$ cat config.mk
export PLATFORM = sky130hd
export DESIGN_NAME = rr_arbiter
export DESIGN_NICKNAME = d
export VERILOG_FILES = /design/src/rtl/rr_arbiter.sv
export SDC_FILE = /design/constraint.sdc
export NUM_CORES = 1
export LEC_CHECK = 0
export CORE_ASPECT_RATIO = 1.2
export CORE_UTILIZATION = 50
export DETAILED_ROUTE_END_ITERATION = 8
export DONT_BUFFER_PORTS = 1
export GPL_ROUTABILITY_DRIVEN = 0
export SLEW_MARGIN = 10
export SYNTH_ARGS = -nofsm -noshare
export SYNTH_HDL_FRONTEND = slang
export SYNTH_SLANG_ARGS = --single-unit
$ cat constraint.sdc
create_clock -name clk -period 4 [get_ports clk]
set_input_delay 1 -clock clk [delete_from_list [all_inputs] [get_ports clk]]
set_output_delay 1 -clock clk [all_outputs]
set_load 0.01 [all_outputs]
$ cat src/rtl/rr_arbiter.sv
`default_nettype none
// ============================================================================
//  Module   : rr_arbiter
//  Brief    : N-requester round-robin arbiter with registered one-hot grant,
//             grant holding while the holder keeps requesting, and a hold
//             limit that forces rotation when other requesters are waiting.
//  Revision : 1.0 - initial release
// ============================================================================
module rr_arbiter #(
  parameter int N        = 4,
  parameter int MAX_HOLD = 8,
  localparam int ID_W    = (N > 1) ? $clog2(N) : 1,
  localparam int CNT_W   = (MAX_HOLD > 0) ? $clog2(MAX_HOLD + 1) : 1
) (
  input  logic            clk,
  input  logic            rest_n,
  input  logic [N-1:0]    req,
  output logic [N-1:0]    gnt,
  output logic [ID_W-1:0] gnt_id,
  output logic            busy
);

  typedef enum logic [0:0] {
    ST_IDLE  = 1'b0,
    ST_GRANT = 1'b1
  } state_t;

  localparam logic [CNT_W-1:0] c_max_hold = CNT_W'(MAX_HOLD);
  localparam logic [CNT_W-1:0] c_cnt_one  = CNT_W'(1);
  localparam logic [ID_W-1:0]  c_last_id  = ID_W'(N - 1);

  state_t            r_state;
  logic [ID_W-1:0]   r_ptr;
  logic [ID_W-1:0]   r_hld;
  logic [CNT_W-1:0]  r_hcnt;
  logic [N-1:0]      r_gnt;
  logic [ID_W-1:0]   r_gnt_id;
  logic              r_busy;

  logic [N-1:0]      w_hld_mask;
  logic [N-1:0]      w_others;
  logic [N-1:0]      w_req_sh;
  logic              w_hld_req;
  logic              w_keep;
  logic [ID_W-1:0]   w_next_ptr;
  logic [ID_W-1:0]   w_idle_pick;
  logic [ID_W-1:0]   w_hand_pick;

  // One-hot vector with bit i set.
  function automatic logic [N-1:0] f_onehot(input logic [ID_W-1:0] i);
    return {{(N-1){1'b0}}, 1'b1} << i;
  endfunction

  // First set bit of v searching upward from p, wrapping modulo N.
  function automatic logic [ID_W-1:0] f_pick(input logic [N-1:0] v,
                                             input logic [ID_W-1:0] p);
    logic [ID_W-1:0] res;
    logic            found;
    logic [N-1:0]    sh;
    int              idx;
    res   = '0;
    found = 1'b0;
    for (int i = 0; i < N; i++) begin
      idx = (int'(p) + i) % N;
      sh  = v >> idx;
      if (!found && sh[0]) begin
        res   = ID_W'(idx);
        found = 1'b1;
      end
    end
    return res;
  endfunction

  // Holder bookkeeping and next-winner selection.
  always_comb begin
    w_hld_mask  = f_onehot(r_hld);
    w_others    = req & ~w_hld_mask;
    w_req_sh    = req >> r_hld;
    w_hld_req   = w_req_sh[0];
    // Holder keeps the resource until it lets go, or until it has used its
    // full quota while someone else is waiting.
    w_keep      = w_hld_req && ((r_hcnt < c_max_hold) || (w_others == '0));
    w_next_ptr  = (r_hld == c_last_id) ? '0 : r_hld + ID_W'(1);
    w_idle_pick = f_pick(req, r_ptr);
    // On both release and timeout the old holder is excluded; on timeout
    // others is nonzero so the old holder could never win anyway.
    w_hand_pick = f_pick(w_others, w_next_ptr);
  end

  // Arbitration FSM with registered grant outputs.
  always_ff @(posedge clk or negedge rest_n) begin
    if (!rest_n) begin
      r_state  <= ST_IDLE;
      r_ptr    <= '0;
      r_hld    <= '0;
      r_hcnt   <= '0;
      r_gnt    <= '0;
      r_gnt_id <= '0;
      r_busy   <= 1'b0;
    end else begin
      case (r_state)
        ST_IDLE: begin
          if (req != '0) begin
            r_state  <= ST_GRANT;
            r_hld    <= w_idle_pick;
            r_gnt    <= f_onehot(w_idle_pick);
            r_gnt_id <= w_idle_pick;
            r_busy   <= 1'b1;
            r_hcnt   <= c_cnt_one;
          end
        end
        ST_GRANT: begin
          if (w_keep) begin
            if (r_hcnt < c_max_hold) begin
              r_hcnt <= r_hcnt + c_cnt_one;
            end
          end else begin
            r_ptr <= w_next_ptr;
            if (w_others != '0) begin
              // Direct hand-over, no idle cycle in between.
              r_hld    <= w_hand_pick;
              r_gnt    <= f_onehot(w_hand_pick);
              r_gnt_id <= w_hand_pick;
              r_busy   <= 1'b1;
              r_hcnt   <= c_cnt_one;
            end else begin
              r_state  <= ST_IDLE;
              r_gnt    <= '0;
              r_gnt_id <= '0;
              r_busy   <= 1'b0;
              r_hcnt   <= '0;
            end
          end
        end
        default: begin
          r_state <= ST_IDLE;
        end
      endcase
    end
  end

  assign gnt    = r_gnt;
  assign gnt_id = r_gnt_id;
  assign busy   = r_busy;

endmodule
`default_nettype wire

## Word level (Yosys, flattened, before mapping)

Cells that the tools add are included.

| word-level totals | value |
|---|---|
| word-level logic and storage cells | 108 |
| input bits | 6 |
| flip-flop bits (word level) | 16 |

| operators by class | value |
|---|---|
| bitwise operators | 10 |
| reductions and logical operators | 27 |
| $add $sub $neg | 8 |
| shift operators | 12 |
| mux-type cells | 38 |
| equality and inequality tests | 5 |
| $lt $le $gt $ge | 1 |

Operators by type and width:

| cell | count |
|---|---|
| >> shifter 4 x 32 -> 1 bit | 6 |
| two-way mux 2 bit | 14 |
| two-way mux 4 bit | 6 |
| case mux 4 bit (2 select lines) | 2 |
| two-way mux 1 bit | 12 |
| OR reduction 2 bit | 6 |
| << shifter 1 x 2 -> 4 bit, first input constant | 3 |
| >> shifter 4 x 2 -> 1 bit | 3 |
| adder 2 bit, second input constant | 4 |
| case mux 2 bit (2 select lines) | 2 |
| nonzero test 4 bit | 2 |
| logical AND 1 bit | 7 |
| adder 2 x 1 -> 2 bit, second input constant | 3 |
| bitwise AND 1 bit, first input constant | 6 |
| zero test 1 bit | 6 |
| AND reduction 2 bit | 3 |
| adder 4 x 1 -> 4 bit, second input constant | 1 |
| bitwise AND 4 bit | 1 |
| zero test 4 bit | 1 |
| less-than comparator 4 bit, second input constant | 1 |
| != test 2 bit, second input constant | 2 |
| inverter 4 bit | 1 |
| case mux 1 bit (2 select lines) | 2 |
| != test 3 x 2 -> 1 bit, second input constant | 1 |
| other kinds (5) | 6 |

## Logic depth before layout (Yosys ltp)

Gate-level depths: netlist (run 1).

| logic depth | value |
|---|---|
| depth in word-level cells | 18 |
| depth in mapped cells | 10 |
| gate-level depth less buffers | 8 |

## Least setup slack after synthesis (run 1)

No wires, ideal clock.

| path | value |
|---|---|
| kind | input-to-reg |
| start | input port req[0] |
| end | register r_gnt_id[0] (netlist: gnt_id[0]) |
| stages on the path | 7 |
| arrival | 2.319 ns |
| library setup time | 0.119 ns |
| slack | 1.563 ns |
| data required time | 3.881 ns |
| cell sequence | buf_4 -> nor2b_2 -> a2111oi_4 -> o211ai_2 -> and2b_4 -> buf_6 -> o21a_1 |

| between the ends | value |
|---|---|
| cells in the longest elaborated chain, start to end | 15 |
| elaborated cells between the ends (all ways) | 48 |

RTL lines:

| element | line | source |
|---|---|---|
| from (decl) | 17 | `input logic [N-1:0] req,` |
| bitwise AND 4 bit | 77 | `w_others = req & ~w_hld_mask;` |
| >> shifter 4 x 2 -> 1 bit | 65 | `sh = v >> idx;` |
| two-way mux 1 bit | 66 | `if (!found && sh[0]) begin` |
| zero test 1 bit | 66 |  |
| logical AND 1 bit | 66 |  |
| two-way mux 1 bit | 66 |  |
| zero test 1 bit | 66 |  |
| logical AND 1 bit | 66 |  |
| two-way mux 1 bit | 66 |  |
| zero test 1 bit | 66 |  |
| logical AND 1 bit | 66 |  |
| two-way mux 2 bit | 66 |  |
| two-way mux 2 bit | 119 | `if (w_others != '0) begin` |
| two-way mux 2 bit | 113 | `if (w_keep) begin` |
| case mux 2 bit (2 select lines) | 101 | `case (r_state)` |
| to (signal assigned) | 107 | `r_gnt_id <= w_idle_pick;` |
| to (signal assigned) | 123 | `r_gnt_id <= w_hand_pick;` |
| to (decl) | 37 | `logic [ID_W-1:0] r_gnt_id;` |

Parallel ways exist; a longest one is shown, timed or not. The select of a mux whose other input is x is not followed.
A chain may end at the register's enable or synchronous reset.

## Worst setup path after layout (run 1)

| path | value |
|---|---|
| start | register r_hld[0] |
| end | register r_gnt[1] (netlist: gnt[1]) |

| between the ends | value |
|---|---|
| cells in the longest elaborated chain, start to end | 18 |
| elaborated cells between the ends (all ways) | 43 |

RTL lines:

| element | line | source |
|---|---|---|
| from (decl) | 34 | `logic [ID_W-1:0] r_hld;` |
| from (signal assigned) | 105 | `r_hld <= w_idle_pick;` |
| from (signal assigned) | 121 | `r_hld <= w_hand_pick;` |
| adder 2 x 1 -> 2 bit or equality test 2 bit (tied branches) | 83 | `w_next_ptr = (r_hld == c_last_id) ? '0 : r_hld + ID_W'(1);` |
| two-way mux 2 bit (*) | 83 |  |
| net w_next_ptr[1] | 45 | `logic [ID_W-1:0] w_next_ptr;` |
| adder 2 x 1 -> 2 bit | 64 | `idx = (int'(p) + i) % N;` |
| OR reduction 2 bit (no source line) | - |  |
| bitwise AND 1 bit (no source line) | - |  |
| >> shifter 4 x 32 -> 1 bit | 65 |  |
| logical AND 1 bit | 66 |  |
| [... 3 more ...] | - |  |
| two-way mux 1 bit | 66 |  |
| zero test 1 bit | 66 |  |
| logical AND 1 bit | 66 |  |
| two-way mux 2 bit (*) | 66 |  |
| << shifter 1 x 2 -> 4 bit (*) | 51 | `return {{(N-1){1'b0}}, 1'b1} << i;` |
| two-way mux 4 bit (*) | 119 |  |
| two-way mux 4 bit (*) | 113 |  |
| case mux 4 bit (2 select lines) (*) | 101 |  |
| to (signal assigned) | 106 | `r_gnt <= f_onehot(w_idle_pick);` |
| to (signal assigned) | 122 | `r_gnt <= f_onehot(w_hand_pick);` |
| to (decl) | 36 | `logic [N-1:0] r_gnt;` |

The timed path passes the listed nets; every way through them passes the cells marked *. The select of a mux whose other input is x is not followed.

==> summary.txt, run 1 <==
Power
  • Seq pwr share: 0.312
  • Pwr dens: ~870 mW/mm^2
  • Leakage: 0.520 nW
  • P_sw: approximately 0.54 mW
  • VDD IR max: roughly 0.00051 V
  • Gate power share: 0.593
  • Int Power: ~0.59 mW
  • Sw Ratio: 0.477
  • Clock share of power: 0.095

Synth
  • Seq/Total Area, Yosys: 0.315
  • Synth Flop Type: dfrtp_1
  • Yosys warns: 0
  • #FFs+latches synth: 16
  • Post-synth EDFFs: 0
  • Avg Inst Size Synth: 8.76 um^2
  • Async set-reset flop share out of synthesis: 1.00
  • Top cell type's share of synthesized area: 0.315
  • Syn Inst Count: around 150
  • Cell Area, Synth: 0.00127 mm^2
  • Compound-cell area share of the yosys netlist: 0.265
  • Synth top area cells: dfrtp_1 (32%), ha_1 (4.9%), a21oi_1 (4.3%), o21ai_0 (3.9%), nor2_1 (3.8%)
  • Adder-Cell Fraction of Synth Area: 0.0493
  • Post-synth top cells: dfrtp_1 (16), nor2_1 (13), a21oi_1 (11), nand2_1 (11), o21ai_0 (10)
  • Simple-gate share of the synthesized area: 0.241
  • Area leader, netlist: dfrtp_1
  • Syn Nets: 156
  • Post-synthesis mux area share: 0.0581
  • Synth unique cells: 54
  • Main combinational cell family by area after synthesis: compound AO/OA/AOI/OAI gates
  • Xor/xnor share of the synthesized area: 0
  • Top-count cell post-synth: dfrtp_1

CTS
  • CTS buffer count: 3
  • H-tree depth: 1
  • CTS Root Cell: clkbuf_4
  • CTS sink count: 16
  • CTS clk-pin slew, worst paths: 90 ps
  • Cts repair resizes: 0
  • Hold-fix buffers, CTS: 0
  • CTS Buffer Depth: 2
  • Postcts setup bufs: 0
  • CTS tree: yes
  • Clock Latency Late Sink: 290 ps

Timing
  • Slew Viols, Final: 0
  • Final setup TNS: 0 ps
  • Max Fclk: 396 MHz
  • Final setup violating endpoints: 0
  • RSZ-0062 raised after global routing: no
  • Final hold violations: 0
  • Worst slew pin tran: ~590 ps
  • Min cycle time layout: 2520 ps
  • Final period util: 0.631
  • Clock skew: 5.73 ps
  • Rel. slew slack: 0.605

Global route
  • First-pass GRT wire length: about 4500 um
  • Initial antenna violation count: 0
  • Gr usage total: 0.231
  • Largest net degree at the start of global routing: 17
  • Vias in the first global route: 1009
  • GR Overflow Total: 0

Worst setup path
  • Critical Path Max Stage Delay: roughly 670 ps
  • Arrival time worst endpoint: 2740 ps
  • Critical R2R Launch: r_hld[0]
  • Worst reg2reg path endpoint: gnt[1]
  • Worst path required time: 4220 ps
  • Critical-path top delay cell: dfrtp_1
  • Worst setup SP type: register
  • Register-to-Register Path Depth: 8
  • Crit end category: register
  • Critical path, cell by cell: inv_2 -> ha_1 -> mux2i_1 -> nor2_1 -> a21oi_1 -> nand2_1 -> or3_1 -> a31oi_1
  • Kind of critical path: reg -> reg
  • CP max FO: 16
  • FF-to-FF setup slack: 1480 ps

Floorplan
  • Overall die area: between 0.002 and 0.003 mm^2
  • Die height: between 50 and 60 um
  • Starting density of the core: 0.540
  • Rows: 19
  • Core area: 0.00235 mm^2
  • Die X-Extent: 48.0 um
  • IO Count: 13

Placement
  • I/O Buffers: 0
  • DP HPWL: about 2100 um
  • Placed instance area: 0.00125 mm^2

Detailed routing
  • Drt first pass iters: 4
  • Final WL: 2810 um
  • Via count: 1045
  • Initial DRC Count: 35
  • ANT nets after route: 0
  • Via density: between 6 and 7
  • Post-route DRC: 0
  • Routed wire per std cell: 16.3 um

Layout
  • Final Cell Area: 0.00129 mm^2
  • Antenna diode count: 0
  • Share of cells above drive strength 1: 0.113
  • Synth-to-layout area growth: 1.48%
  • Nets@finish: 153

Min path
  • Hold Path Class: in -> async

Job
  • Max_cap viols: 0

Outcome
  • Status: complete, no violations
-- worst max path at each step --
stage | endpoint | cells after the start | from | slack (ps)
after floorplan | gnt_id[0] | 7 | req[0] | 1560
after global placement | r_hld[0] | 6 | req[1] | 1430
after detailed placement | r_hld[0] | 6 | req[1] | 1450
after CTS | gnt[1] | 8 | r_hld[0] | 1490
after global routing | gnt[2] | 8 | r_hld[0] | 1240
final | gnt[1] | 8 | r_hld[0] | 1480
-- registers in the layout, summed over array words and instances (netlist names) --
register / count
r_state: 1
busy: 1
r_ptr: 2
r_hld: 2
gnt_id: 2
r_hcnt: 4
gnt: 4
-- power by group through the flow --
stage	clock [mW]	sequential [mW]	combinational, mW
6_report	0.107	0.351	0.666
5_1_grt	0.117	0.364	0.743
4_1_cts	0.112	0.351	0.665
3_5_place_dp	0	0.354	0.658
3_3_place_gp	0	0.351	0.655
2_1_floorplan	0	0.316	0.592
-- cell families (layout without fill, tap and decap cells) --
kind of cell,count (synthesis),in the layout
AND/OR/NAND/NOR,55,55
AO/OA/AOI/OAI,46,46
buffers and inverters,17,13
flip-flops,16,16
multiplexers,6,6
adder cells (fa/ha/maj),5,5
-- layout make-up --
cell class | count | area [um^2]
Clock buffer | 4 | 36.3
Fill cell | 227 | 1060
Inverter | 9 | 33.8
Multi-Input combinational cell | 112 | 779
Sequential cell | 16 | 400
Tap cell | 31 | 38.8
-- routing by layer --
layer,track usage,share of wire,vias to the layer above
met5,0,0,-
met4,0.115,0.034,0
met3,0.0570,0.040,11
met2,0.361,0.48,29
met1,0.288,0.44,494
li1,-,-,511
-- layout by cell type, fill, tap and decap left out, drive strengths merged, types with 2 or more instances in the layout --
| cell | synthesis | layout |
|---|---|---|
| nor2b | 7 | 7 |
| a32oi | 2 | 2 |
| ha | 5 | 5 |
| nor2 | 14 | 14 |
| nand2 | 11 | 11 |
| a32o | 2 | 2 |
| o211ai | 2 | 2 |
| dfrtp | 16 | 16 |
| inv | 9 | 9 |
| mux2i | 4 | 4 |
| a31oi | 2 | 2 |
| nand4 | 2 | 2 |
| and2 | 3 | 3 |
| clkbuf | 1 | 4 |
| o221ai | 2 | 2 |
| a2111oi | 2 | 2 |
| a21oi | 11 | 11 |
| o21ai | 12 | 12 |
| and2b | 2 | 2 |
| nand2b | 6 | 6 |
-- critical path: cells and delay by family (launching register included) --
kind	cells	cell delay, ps
compound gates	2	390
fa+ha+maj	1	520
buf+inv	1	140
flops	1	670
mux	1	230
simple gates	3	490
-- per-stage QoR --
step | util | setup WS, ps | hold WS, ps | cells | power (mW)
6_report | 0.548 | 1480 | 387 | 172 | 1.12
5_1_grt | 0.548 | 1240 | 369 | 172 | 1.22
4_1_cts | 0.548 | 1490 | 376 | 172 | 1.13
3_5_place_dp | 0.532 | 1450 | 542 | 168 | 1.01
3_3_place_gp | 0.532 | 1430 | 517 | 168 | 1.01
2_1_floorplan | - | 1560 | 495 | 145 | 0.908
Power figures use the tool's default switching activity.
==> run 2, diff against run 1 <==
--- a/config.mk
+++ b/config.mk
@@ -10,6 +10,7 @@
 export DETAILED_ROUTE_END_ITERATION = 8
 export DONT_BUFFER_PORTS = 1
 export GPL_ROUTABILITY_DRIVEN = 0
+export PLACE_DENSITY = 0.68
 export SLEW_MARGIN = 10
 export SYNTH_ARGS = -nofsm -noshare
 export SYNTH_HDL_FRONTEND = slang
==> constraint.sdc (replaced) <==
create_clock -name clk -period 2.2 [get_ports clk]
set_input_delay 0.55 -clock clk [delete_from_list [all_inputs] [get_ports clk]]
set_output_delay 0.55 -clock clk [all_outputs]
set_load 0.01 [all_outputs]
==> summary.txt, run 2 (synthesized netlist as in run 1, its figures left out) <==
Timing
  • Hold_ws: 473 ps (+85.7 ps)
  • Max Fclk: 473 MHz (+19%)
  • Final setup violating endpoints: 0 (unchanged)
  • Min cycle time layout: 2120 ps (-408 ps)
  • Rel. slew slack: 0.528 (-0.0770)
  • Clock skew: 2.35 ps (-3.39 ps)
  • Final period util: 0.962 (+0.331)
  • Slew Viols, Final: 0 (unchanged)
  • Worst slew pin tran: 705 ps (+115 ps)
  • Final worst setup slack: 84.6 ps (-1390 ps)
  • Final hold violations: 0 (unchanged)
  • Final setup TNS: 0 ps (unchanged)

Job
  • Max_cap viols: 0 (unchanged)

Layout
  • Finished Layout Cells: 180 (+4.7%)
  • Share of cells above drive strength 1: 0.221 (+0.108)
  • Most frequent cells in the layout: dfrtp_1 (14), nor2_1 (13), nand2_1 (11)
  • Nets@finish: 162 (+5.9%)
  • Layout Utilization: 0.591 (+0.0431)
  • Fillcell total: 204 (-10%)
  • Final Cell Area: 0.00139 mm^2 (+7.9%)
  • Leading cell type in the layout, fill and taps excluded: dfrtp_1
  • Antenna diode count: 0 (unchanged)
  • Synth-to-layout area growth: 9.46%

Power
  • Leakage: 0.554 nW (+6.6%)
  • Pwr dens: 1620 mW/mm^2 (+86%)
  • Overall power: 2.25 mW (+100%)
  • VDD IR max: 0.000933 V (+82%)

Global route
  • Initial antenna violation count: 0 (unchanged)
  • Largest net degree at the start of global routing: 17 (unchanged)
  • Vias in the first global route: 1069 (+5.9%)
  • GR Overflow Total: 0 (unchanged)
  • Gr usage total: 0.229 (-0.00238)
  • First-pass GRT wire length: 4600 um (+1.8%)

Floorplan
  • Rows: 19 (unchanged)
  • Core area: 0.00235 mm^2 (unchanged)
  • Starting density of the core: 0.540 (unchanged)
  • Overall die area: 0.00275 mm^2 (unchanged)
  • Die X-Extent: 48.0 um (unchanged)
  • IO Count: 13 (unchanged)
  • Die height: 57.2 um (unchanged)

Detailed routing
  • ANT nets after route: 0 (unchanged)
  • Post-route DRC: 0 (unchanged)
  • Via density: 6.26 (+3.1%)
  • Routed wire per std cell: 16.7 um (+2.1%)
  • Initial DRC Count: 54 (+54%)
  • Drt first pass iters: 4 (unchanged)
  • Final WL: 3000 um (+6.8%)
  • Via count: 1127 (+7.8%)

Placement
  • I/O Buffers: 0 (unchanged)
  • Placed instance area: 0.00127 mm^2 (+1.2%)
  • DP Worst Slack: -72.1 ps (-1520 ps)
  • Placed insts: 170 (+1.2%)
  • DP HPWL: 2030 um (-3.9%)

Worst setup path
  • Crit end category: register
  • Critical path, cell by cell: inv_4 -> ha_2 -> nor2b_1 -> a2111oi_4 -> nand2b_4 -> a21oi_1 -> a221oi_1 -> nor2_1
  • Kind of critical path: reg -> reg
  • Critical Path Max Stage Delay: 460 ps (-210 ps)
  • Cell family with most CP delay: compound AO/OA/AOI/OAI gates
  • Arrival time worst endpoint: 2280 ps (-460 ps)
  • Critical-path top delay cell: dfrtp_2
  • WP buf/inv: 1 (unchanged)
  • Worst path required time: 2360 ps (-1860 ps)
  • CP max FO: 6 (-10)
  • Worst setup SP type: register

CTS
  • CTS buffer count: 3 (unchanged)
  • CTS Buffer Depth: 2 (unchanged)
  • CTS tree: yes
  • H-tree depth: 1 (unchanged)
  • CTS Root Cell: clkbuf_4
  • CTS clk-pin slew, worst paths: 80 ps (about the same)
  • Clock Latency Late Sink: 280 ps (about the same)
  • CTS sink count: 16 (unchanged)

Outcome
  • Status: complete, no violations

Min path
  • Hold Path Class: in -> reg
==> run 2: cell count changes in the layout (fill, tap and decap cells not counted), sizes merged <==
cell         previous run  this run
buf                     0         7
clkbuf                  4         3
and2b                   2         3
dlygate4sd3             0         1
==> run 2: power by group <==
| part | internal (mW) | switching (mW) |
|---|---|---|
| registers | 0.444 | 0.175 |
| logic | 0.678 | 0.806 |
| clock network | 0.0636 | 0.0835 |
==> run 2: area by class of cell <==
type,count,area (um^2),share of cell area
clock buffer,3,22.5,0.0162
inverter,9,36.3,0.0261
multi-input combinational,113,827,0.595
sequential,16,403,0.290
tap,31,38.8,0.0279
timing repair buffer,8,62.6,0.0450
==> run 2: timing repair <==
| action | in CTS | in global routing |
|---|---|---|
| hold buffers | 1 | 0 |
| cloned | 0 | 1 |
| setup buffers | 0 | 5 |
| setup endpoints to repair | 3 | 10 |
| gates resized for setup | 3 | 10 |
| pin swaps | 0 | 3 |
| endpoints found under the hold margin | 16 | 0 |
==> run 2: worst paths after layout <==
| check | startpoint | to | slack (ps) | depth (start not counted) |
|---|---|---|---|---|
| worst max-delay path | r_hld[0] | gnt[2] | 80 | 8 |
| worst max register to register | r_hld[0] | gnt[2] | 80 | 8 |
| max in group asynchronous | rest_n | r_hld[1] | 960 | 1 |
| worst min register to register | r_hcnt[2] | r_hcnt[2] | 540 | 2 |
| min in group asynchronous | rest_n | r_hcnt[3] | 750 | 1 |
| worst min-delay path | req[0] | r_state | 470 | 2 |
==> run 2: layer usage <==
metal	track usage	vias up	share of wire	wire [um]
met5	0	-	0	0
met4	0.119	0	0.027	80
met3	0.0380	11	0.057	170
met2	0.359	45	0.50	1510
met1	0.293	537	0.41	1240
li1	-	534	-	-
